## config.mk

```make
export PLATFORM = sky130hd
export DESIGN_NAME = mult32_seq
export DESIGN_NICKNAME = d
export VERILOG_FILES = /design/src/rtl/mult32_seq_pkg.sv /design/src/rtl/mult32_seq_add.sv /design/src/rtl/mult32_seq.sv
export SDC_FILE = /design/constraint.sdc
export NUM_CORES = 1
export LEC_CHECK = 0
export CORE_MARGIN = 3
export CORE_UTILIZATION = 40
export DETAILED_ROUTE_END_ITERATION = 6
export MAX_ROUTING_LAYER = met4
export PLACE_DENSITY = 0.62
export RECOVER_POWER = 50
export SETUP_SLACK_MARGIN = 0.4
export SLEW_MARGIN = 10
export SYNTH_ARGS = -nofsm -noshare
export SYNTH_HDL_FRONTEND = slang
export SYNTH_SLANG_ARGS = --single-unit
```

## constraint.sdc

```tcl
create_clock -name CLK -period 14 [get_ports CLK]
set_input_delay 2.1 -clock CLK [delete_from_list [all_inputs] [get_ports CLK]]
set_output_delay 2.1 -clock CLK [all_outputs]
set_load 0.1 [all_outputs]
```

## src/rtl/mult32_seq_pkg.sv

```systemverilog
// Shared types and helpers for the sequential 32x32 multiplier.
// Holds the FSM encoding, the iteration bound and operand negation.
package mult32_seq_pkg;

    localparam int         MULT_WIDTH     = 32;
    localparam logic [4:0] MULT_ITER_LAST = 5'd31;

    typedef enum logic [2:0] {
        MULT_ST_IDLE   = 3'd0,
        MULT_ST_ITER   = 3'd1,
        MULT_ST_FIX_LO = 3'd2,
        MULT_ST_FIX_HI = 3'd3,
        MULT_ST_DONE   = 3'd4
    } mult_st_e;

    function automatic logic [31:0] twoscomp32(input logic [31:0] v);
        return ~v + 32'd1;
    endfunction

    // 0x80000000 maps to itself, which is its correct unsigned magnitude.
    function automatic logic [31:0] mag32(input logic sgn,
                                          input logic [31:0] v);
        return (sgn & v[31]) ? twoscomp32(v) : v;
    endfunction

endpackage

```

## src/rtl/mult32_seq_add.sv

```systemverilog
// 32-bit ripple-carry adder shared by every datapath step of mult32_seq.
// One full-adder cell per bit, carry rippling from bit 0 upwards.
module mult32_seq_add (
    input  logic [31:0] i_a,
    input  logic [31:0] i_b,
    input  logic        i_cin,
    output logic [31:0] o_sum,
    output logic        o_cout
);

    // Ripple the carry through 32 full-adder cells.
    always_comb begin
        logic c;
        c = i_cin;
        o_sum = '0;
        for (int i = 0; i < 32; i++) begin
            o_sum[i] = i_a[i] ^ i_b[i] ^ c;
            c = (i_a[i] & i_b[i]) | (c & (i_a[i] ^ i_b[i]));
        end
        o_cout = c;
    end

endmodule

```

## src/rtl/mult32_seq.sv

```systemverilog
// Multi-cycle 32x32 signed/unsigned multiplier, 64-bit HI/LO result.
// Shift-add on magnitudes, then a two-step sign fix-up on one adder.
module mult32_seq
    import mult32_seq_pkg::*;
#(
    parameter int WIDTH = 32
) (
    input  logic             CLK,
    input  logic             RST,
    input  logic             START,
    input  logic             SIGNED,
    input  logic [WIDTH-1:0] A,
    input  logic [WIDTH-1:0] B,
    output logic             BUSY,
    output logic             DONE,
    output logic [WIDTH-1:0] HI,
    output logic [WIDTH-1:0] LO
);

    mult_st_e    r_state;
    mult_st_e    w_state_nxt;
    logic [63:0] r_p;
    logic [31:0] r_mcnd;
    logic [4:0]  r_cnt;
    logic        r_c;
    logic        r_neg;
    logic [31:0] r_hi;
    logic [31:0] r_lo;
    logic        r_busy;
    logic        r_done;

    logic [31:0] w_add_a;
    logic [31:0] w_add_b;
    logic [31:0] w_sum;
    logic        w_cout;

    mult32_seq_add u_add (
        .i_a    (w_add_a),
        .i_b    (w_add_b),
        .i_cin  (1'b0),
        .o_sum  (w_sum),
        .o_cout (w_cout)
    );

    // Next-state logic; fix-up states are always visited.
    always_comb begin
        w_state_nxt = r_state;
        unique case (r_state)
            MULT_ST_IDLE:   if (START) w_state_nxt = MULT_ST_ITER;
            MULT_ST_ITER:   if (r_cnt == MULT_ITER_LAST)
                                w_state_nxt = MULT_ST_FIX_LO;
            MULT_ST_FIX_LO: w_state_nxt = MULT_ST_FIX_HI;
            MULT_ST_FIX_HI: w_state_nxt = MULT_ST_DONE;
            MULT_ST_DONE:   w_state_nxt = MULT_ST_IDLE;
            default:        w_state_nxt = MULT_ST_IDLE;
        endcase
    end

    // Adder operand steering: accumulate, then negate low and high halves.
    always_comb begin
        w_add_a = r_p[63:32];
        w_add_b = '0;
        unique case (r_state)
            MULT_ST_ITER: begin
                w_add_a = r_p[63:32];
                w_add_b = r_p[0] ? r_mcnd : 32'd0;
            end
            MULT_ST_FIX_LO: begin
                w_add_a = ~r_p[31:0];
                w_add_b = 32'd1;
            end
            MULT_ST_FIX_HI: begin
                w_add_a = ~r_p[63:32];
                w_add_b = {31'd0, r_c};
            end
            default: begin
                w_add_a = r_p[63:32];
                w_add_b = '0;
            end
        endcase
    end

    // State and registered status flags.
    always_ff @(posedge CLK or negedge RST) begin
        if (!RST) begin
            r_state <= MULT_ST_IDLE;
            r_busy  <= 1'b0;
            r_done  <= 1'b0;
        end else begin
            r_state <= w_state_nxt;
            r_busy  <= (w_state_nxt == MULT_ST_ITER)
                     | (w_state_nxt == MULT_ST_FIX_LO)
                     | (w_state_nxt == MULT_ST_FIX_HI);
            r_done  <= (w_state_nxt == MULT_ST_DONE);
        end
    end

    // Datapath registers: load, shift-add, sign fix-up, result capture.
    always_ff @(posedge CLK or negedge RST) begin
        if (!RST) begin
            r_p    <= '0;
            r_mcnd <= '0;
            r_cnt  <= '0;
            r_c    <= 1'b0;
            r_neg  <= 1'b0;
            r_hi   <= '0;
            r_lo   <= '0;
        end else begin
            unique case (r_state)
                MULT_ST_IDLE: begin
                    if (START) begin
                        r_mcnd <= mag32(SIGNED, A[31:0]);
                        r_p    <= {32'd0, mag32(SIGNED, B[31:0])};
                        r_neg  <= SIGNED & (A[31] ^ B[31]);
                        r_cnt  <= '0;
                        r_c    <= 1'b0;
                    end
                end
                MULT_ST_ITER: begin
                    r_p   <= {w_cout, w_sum, r_p[31:1]};
                    r_cnt <= r_cnt + 5'd1;
                end
                MULT_ST_FIX_LO: begin
                    if (r_neg) begin
                        r_p[31:0] <= w_sum;
                        r_c       <= w_cout;
                    end else begin
                        r_c <= 1'b0;
                    end
                end
                MULT_ST_FIX_HI: begin
                    r_lo <= r_p[31:0];
                    if (r_neg) begin
                        r_p[63:32] <= w_sum;
                        r_hi       <= w_sum;
                    end else begin
                        r_hi <= r_p[63:32];
                    end
                end
                default: begin
                    r_p <= r_p;
                end
            endcase
        end
    end

    assign BUSY = r_busy;
    assign DONE = r_done;
    assign HI   = r_hi;
    assign LO   = r_lo;

endmodule

```

==> metrics.txt <==
Power Density 253 nW/µm²; grt ovf 0; Core Util, Final 49.9%; CTS tree yes; Starting Density 41.1%; final WL 30800 µm; Slew Limit Headroom -254%; GP Congestion 0.931; Syn Std Cell Area 10100 µm²; Max clock buf depth 2; Post-synth ARST share 100%; Max Slew Vio Count 272; Synth Register Bits 172; Mapped Cells 1162; Final setup viols 0; row count 57; hold slack 0.477 ns; Final ANT Viol Nets 0; EDFF count, synth 0; htree depth 4; die area 27200 µm²; design area 12300 µm²; Syn Area/Cell 8.70 µm²; combinational share of power 54.3%; first-pass GRT wire length 49000 µm; total number of vias 8910; Post-Place Cells 1552; area delta synth->final 21.4%; final worst slack 0.754 ns; root buf cell clkbuf_16; # fillers 2377; core footprint 24600 µm²; leakage power 4.82 nW; layout net count 1352; CP Capture Type register; worst slack, placed 0.181 ns; total power 3.11 mW; GRT Resource Usage Total 23.9%; status finished with violations; Synth cell types 58; Chip Height 165 µm; Critical Path Start Type register; clk_lat worst skew 0.45 ns; Final Hold Fails 0; Ports 134; unrepaired setup endpoints after global routing no; Tcrit/Tclk final 94.6%; Hold Crit Class reg -> reg; fmax 0.0755 GHz; Via density 5.62; internal power 1.53 mW; Slowest-stage cell, CP fa_1; Port Buffers 133; clock share of power 15.6%; clk slew on worst S/H paths 0.07 ns; Crit path largest cell delay 0.50 ns; final instance count without filler cells 1585; layout cells sized above 1 6.11%; Main synth FF type dfrtp_1; synth warn 0; DR WL/cell 19.4 µm; violated checks capacitance limit, slew limit; initial antenna violation count 1; Seq/Total Area, Yosys 42.6%; Required @ worst endpoint 14.33 ns; cell mode on critical path fa_1; CTS buffer count 17; Die X 165 µm; Worst-Margin Slew 5.31 ns; crit path DAT 13.58 ns; critical setup path kind reg -> reg; Critical Path Fanout Max 32; switch share 50.8%; drt first pass iters 5; Hold-fix buffers, CTS 0; clk_skew 0.0122 ns; largest net degree at the start of global routing 97; clock sinks 172; sequential fraction of design power 30.1%; switching power 1.58 mW; number of inserted diodes 0; Period minus WS final 13.25 ns; number of global-route vias before repair 8812; DRT iter0 DRCs 669; placed instance area 11700 µm²; Max-cap violations 4; Setup TNS Final 0 ns; dpl hpwl 22300 µm; Remaining DRCs 0; peak supply drop 167 µV; syn nets 1266
## registers in the layout (all words and copies together), names as in the netlist
register,count
r_neg,1
r_cnt,5
r_mcnd,32
r_p,64
HI,32
LO,32
BUSY,1
DONE,1
r_state,3
r_c,1
## critical path: cells and delay by family (launching register included)
kind            cells  cell delay, ns
compound gates      4            0.57
buf+inv             3            0.47
simple gates        2            0.29
fa+ha+maj          31           11.33
flops               1            0.48
## path summary, 6_finish.rpt
check	start	endpoint	slack, ns	cells past startpoint
worst max-delay path	r_state[0]$_DFF_PN0_	r_p[31]$_DFFE_PN0P_	0.75	40
worst min-delay path	HI[23]$_DFFE_PN0N_	HI[23]$_DFFE_PN0N_	0.48	2
worst max register to register	r_state[0]$_DFF_PN0_	r_p[31]$_DFFE_PN0P_	0.75	40
worst min register to register	HI[23]$_DFFE_PN0N_	HI[23]$_DFFE_PN0N_	0.48	2
max in group asynchronous	RST	r_p[48]$_DFFE_PN0P_	4.80	2
min in group asynchronous	RST	r_mcnd[20]$_DFFE_PN0P_	3.57	1
## routing by layer
metal,wire length [µm],global-route usage [%]
met4,968,8.35
met1,13600,30.9
met5,0,-
met2,15100,38.8
met3,1070,3.36
## cell usage in the layout (no fill, tap or decap), types with 3 or more instances in the layout
| master | Yosys | routed |
|---|---|---|
| nand2_1 | 283 | 283 |
| dfrtp_1 | 172 | 172 |
| clkdlybuf4s50_1 | 0 | 131 |
| o21ai_0 | 122 | 122 |
| nor2_1 | 76 | 75 |
| a211oi_1 | 42 | 42 |
| nor3_1 | 37 | 37 |
| o221ai_1 | 37 | 37 |
| xor2_1 | 34 | 34 |
| nor3b_1 | 27 | 27 |
| a21oi_1 | 25 | 25 |
| xnor2_1 | 23 | 23 |
| fa_1 | 31 | 18 |
| clkbuf_16 | 0 | 17 |
| buf_4 | 0 | 16 |
| o22ai_1 | 15 | 15 |
| o31ai_1 | 13 | 13 |
| fa_2 | 0 | 13 |
| inv_1 | 12 | 12 |
| o41ai_1 | 11 | 11 |
| a31oi_1 | 11 | 11 |
| nand4_1 | 9 | 9 |
| nor4_1 | 8 | 8 |
| inv_6 | 0 | 8 |
| nand3_1 | 6 | 6 |
| mux2i_1 | 6 | 6 |
| a221oi_1 | 6 | 6 |
| or3_1 | 5 | 5 |
| ha_1 | 5 | 5 |
| inv_8 | 0 | 5 |
| nand3b_1 | 4 | 4 |
| nor2b_1 | 5 | 4 |
| nand2b_1 | 6 | 4 |
| and2_1 | 5 | 4 |
| clkbuf_1 | 79 | 4 |
| and3_1 | 3 | 3 |
| a221o_1 | 3 | 3 |
| or4_1 | 3 | 3 |
| o21a_1 | 3 | 3 |
## synth_stat cells (3+ instances only)
library cell | instances | area [µm²]
o221ai_1 | 37 | 324
nand2_1 | 283 | 1060
o31ai_1 | 13 | 97.6
nor3b_1 | 27 | 203
o22ai_1 | 15 | 93.8
dfrtp_1 | 172 | 4300
or3_1 | 5 | 31.3
o41ai_1 | 11 | 96.3
a31oi_1 | 11 | 68.8
nand3_1 | 6 | 30.0
xor2_1 | 34 | 298
xnor2_1 | 23 | 201
nor4_1 | 8 | 50.1
ha_1 | 5 | 62.6
inv_1 | 12 | 45.0
and3_1 | 3 | 18.8
nand3b_1 | 4 | 30.0
nand4_1 | 9 | 56.3
fa_1 | 31 | 621
a221o_1 | 3 | 30.0
nand2b_1 | 6 | 37.5
nor3_1 | 37 | 185
nor2_1 | 76 | 285
a211oi_1 | 42 | 315
o21a_1 | 3 | 22.5
a221oi_1 | 6 | 52.6
a21oi_1 | 25 | 125
nor2b_1 | 5 | 31.3
or4_1 | 3 | 22.5
o21ai_0 | 122 | 611
clkbuf_1 | 79 | 297
mux2i_1 | 6 | 60.1
and2_1 | 5 | 31.3
## power groups by stage
stage                     Sequential, mW  Clock (mW)  Combinational [mW]
after detailed placement           0.940           0                1.68
final                              0.936       0.485                1.69
after global routing               0.958       0.515                1.83
after CTS                          0.933       0.496                1.69
after global placement             0.937           0                1.66
after floorplan                     1.36           0               0.750
## kinds of logic after synthesis
logic type               after synthesis  synth area share, %
AND/OR/NAND/NOR                      490                 21.7
AO/OA/AOI/OAI                        302                 19.4
flip-flops                           172                 42.6
buffers and inverters                 98                 3.86
XOR/XNOR                              57                 4.94
adder cells (fa/ha/maj)               36                 6.76
multiplexers                           7                0.705
## area by class of cell
class                      count  area, µm²  share of cell area, %
clock buffer                  17        425                   3.47
clock inverter                15        161                   1.31
inverter                      13       48.8                  0.397
multi-input combinational    892       5480                   44.6
sequential                   172       4300                   35.1
tap                          324        405                   3.30
timing repair buffer         152       1460                   11.9
## what timing repair did
| action | CTS | global route |
|---|---|---|
| resized for setup | 9 | 9 |
| buffers inserted | 1 | 0 |
| endpoints found under the setup margin | 5 | 8 |
Power figures use the tool's default switching activity.
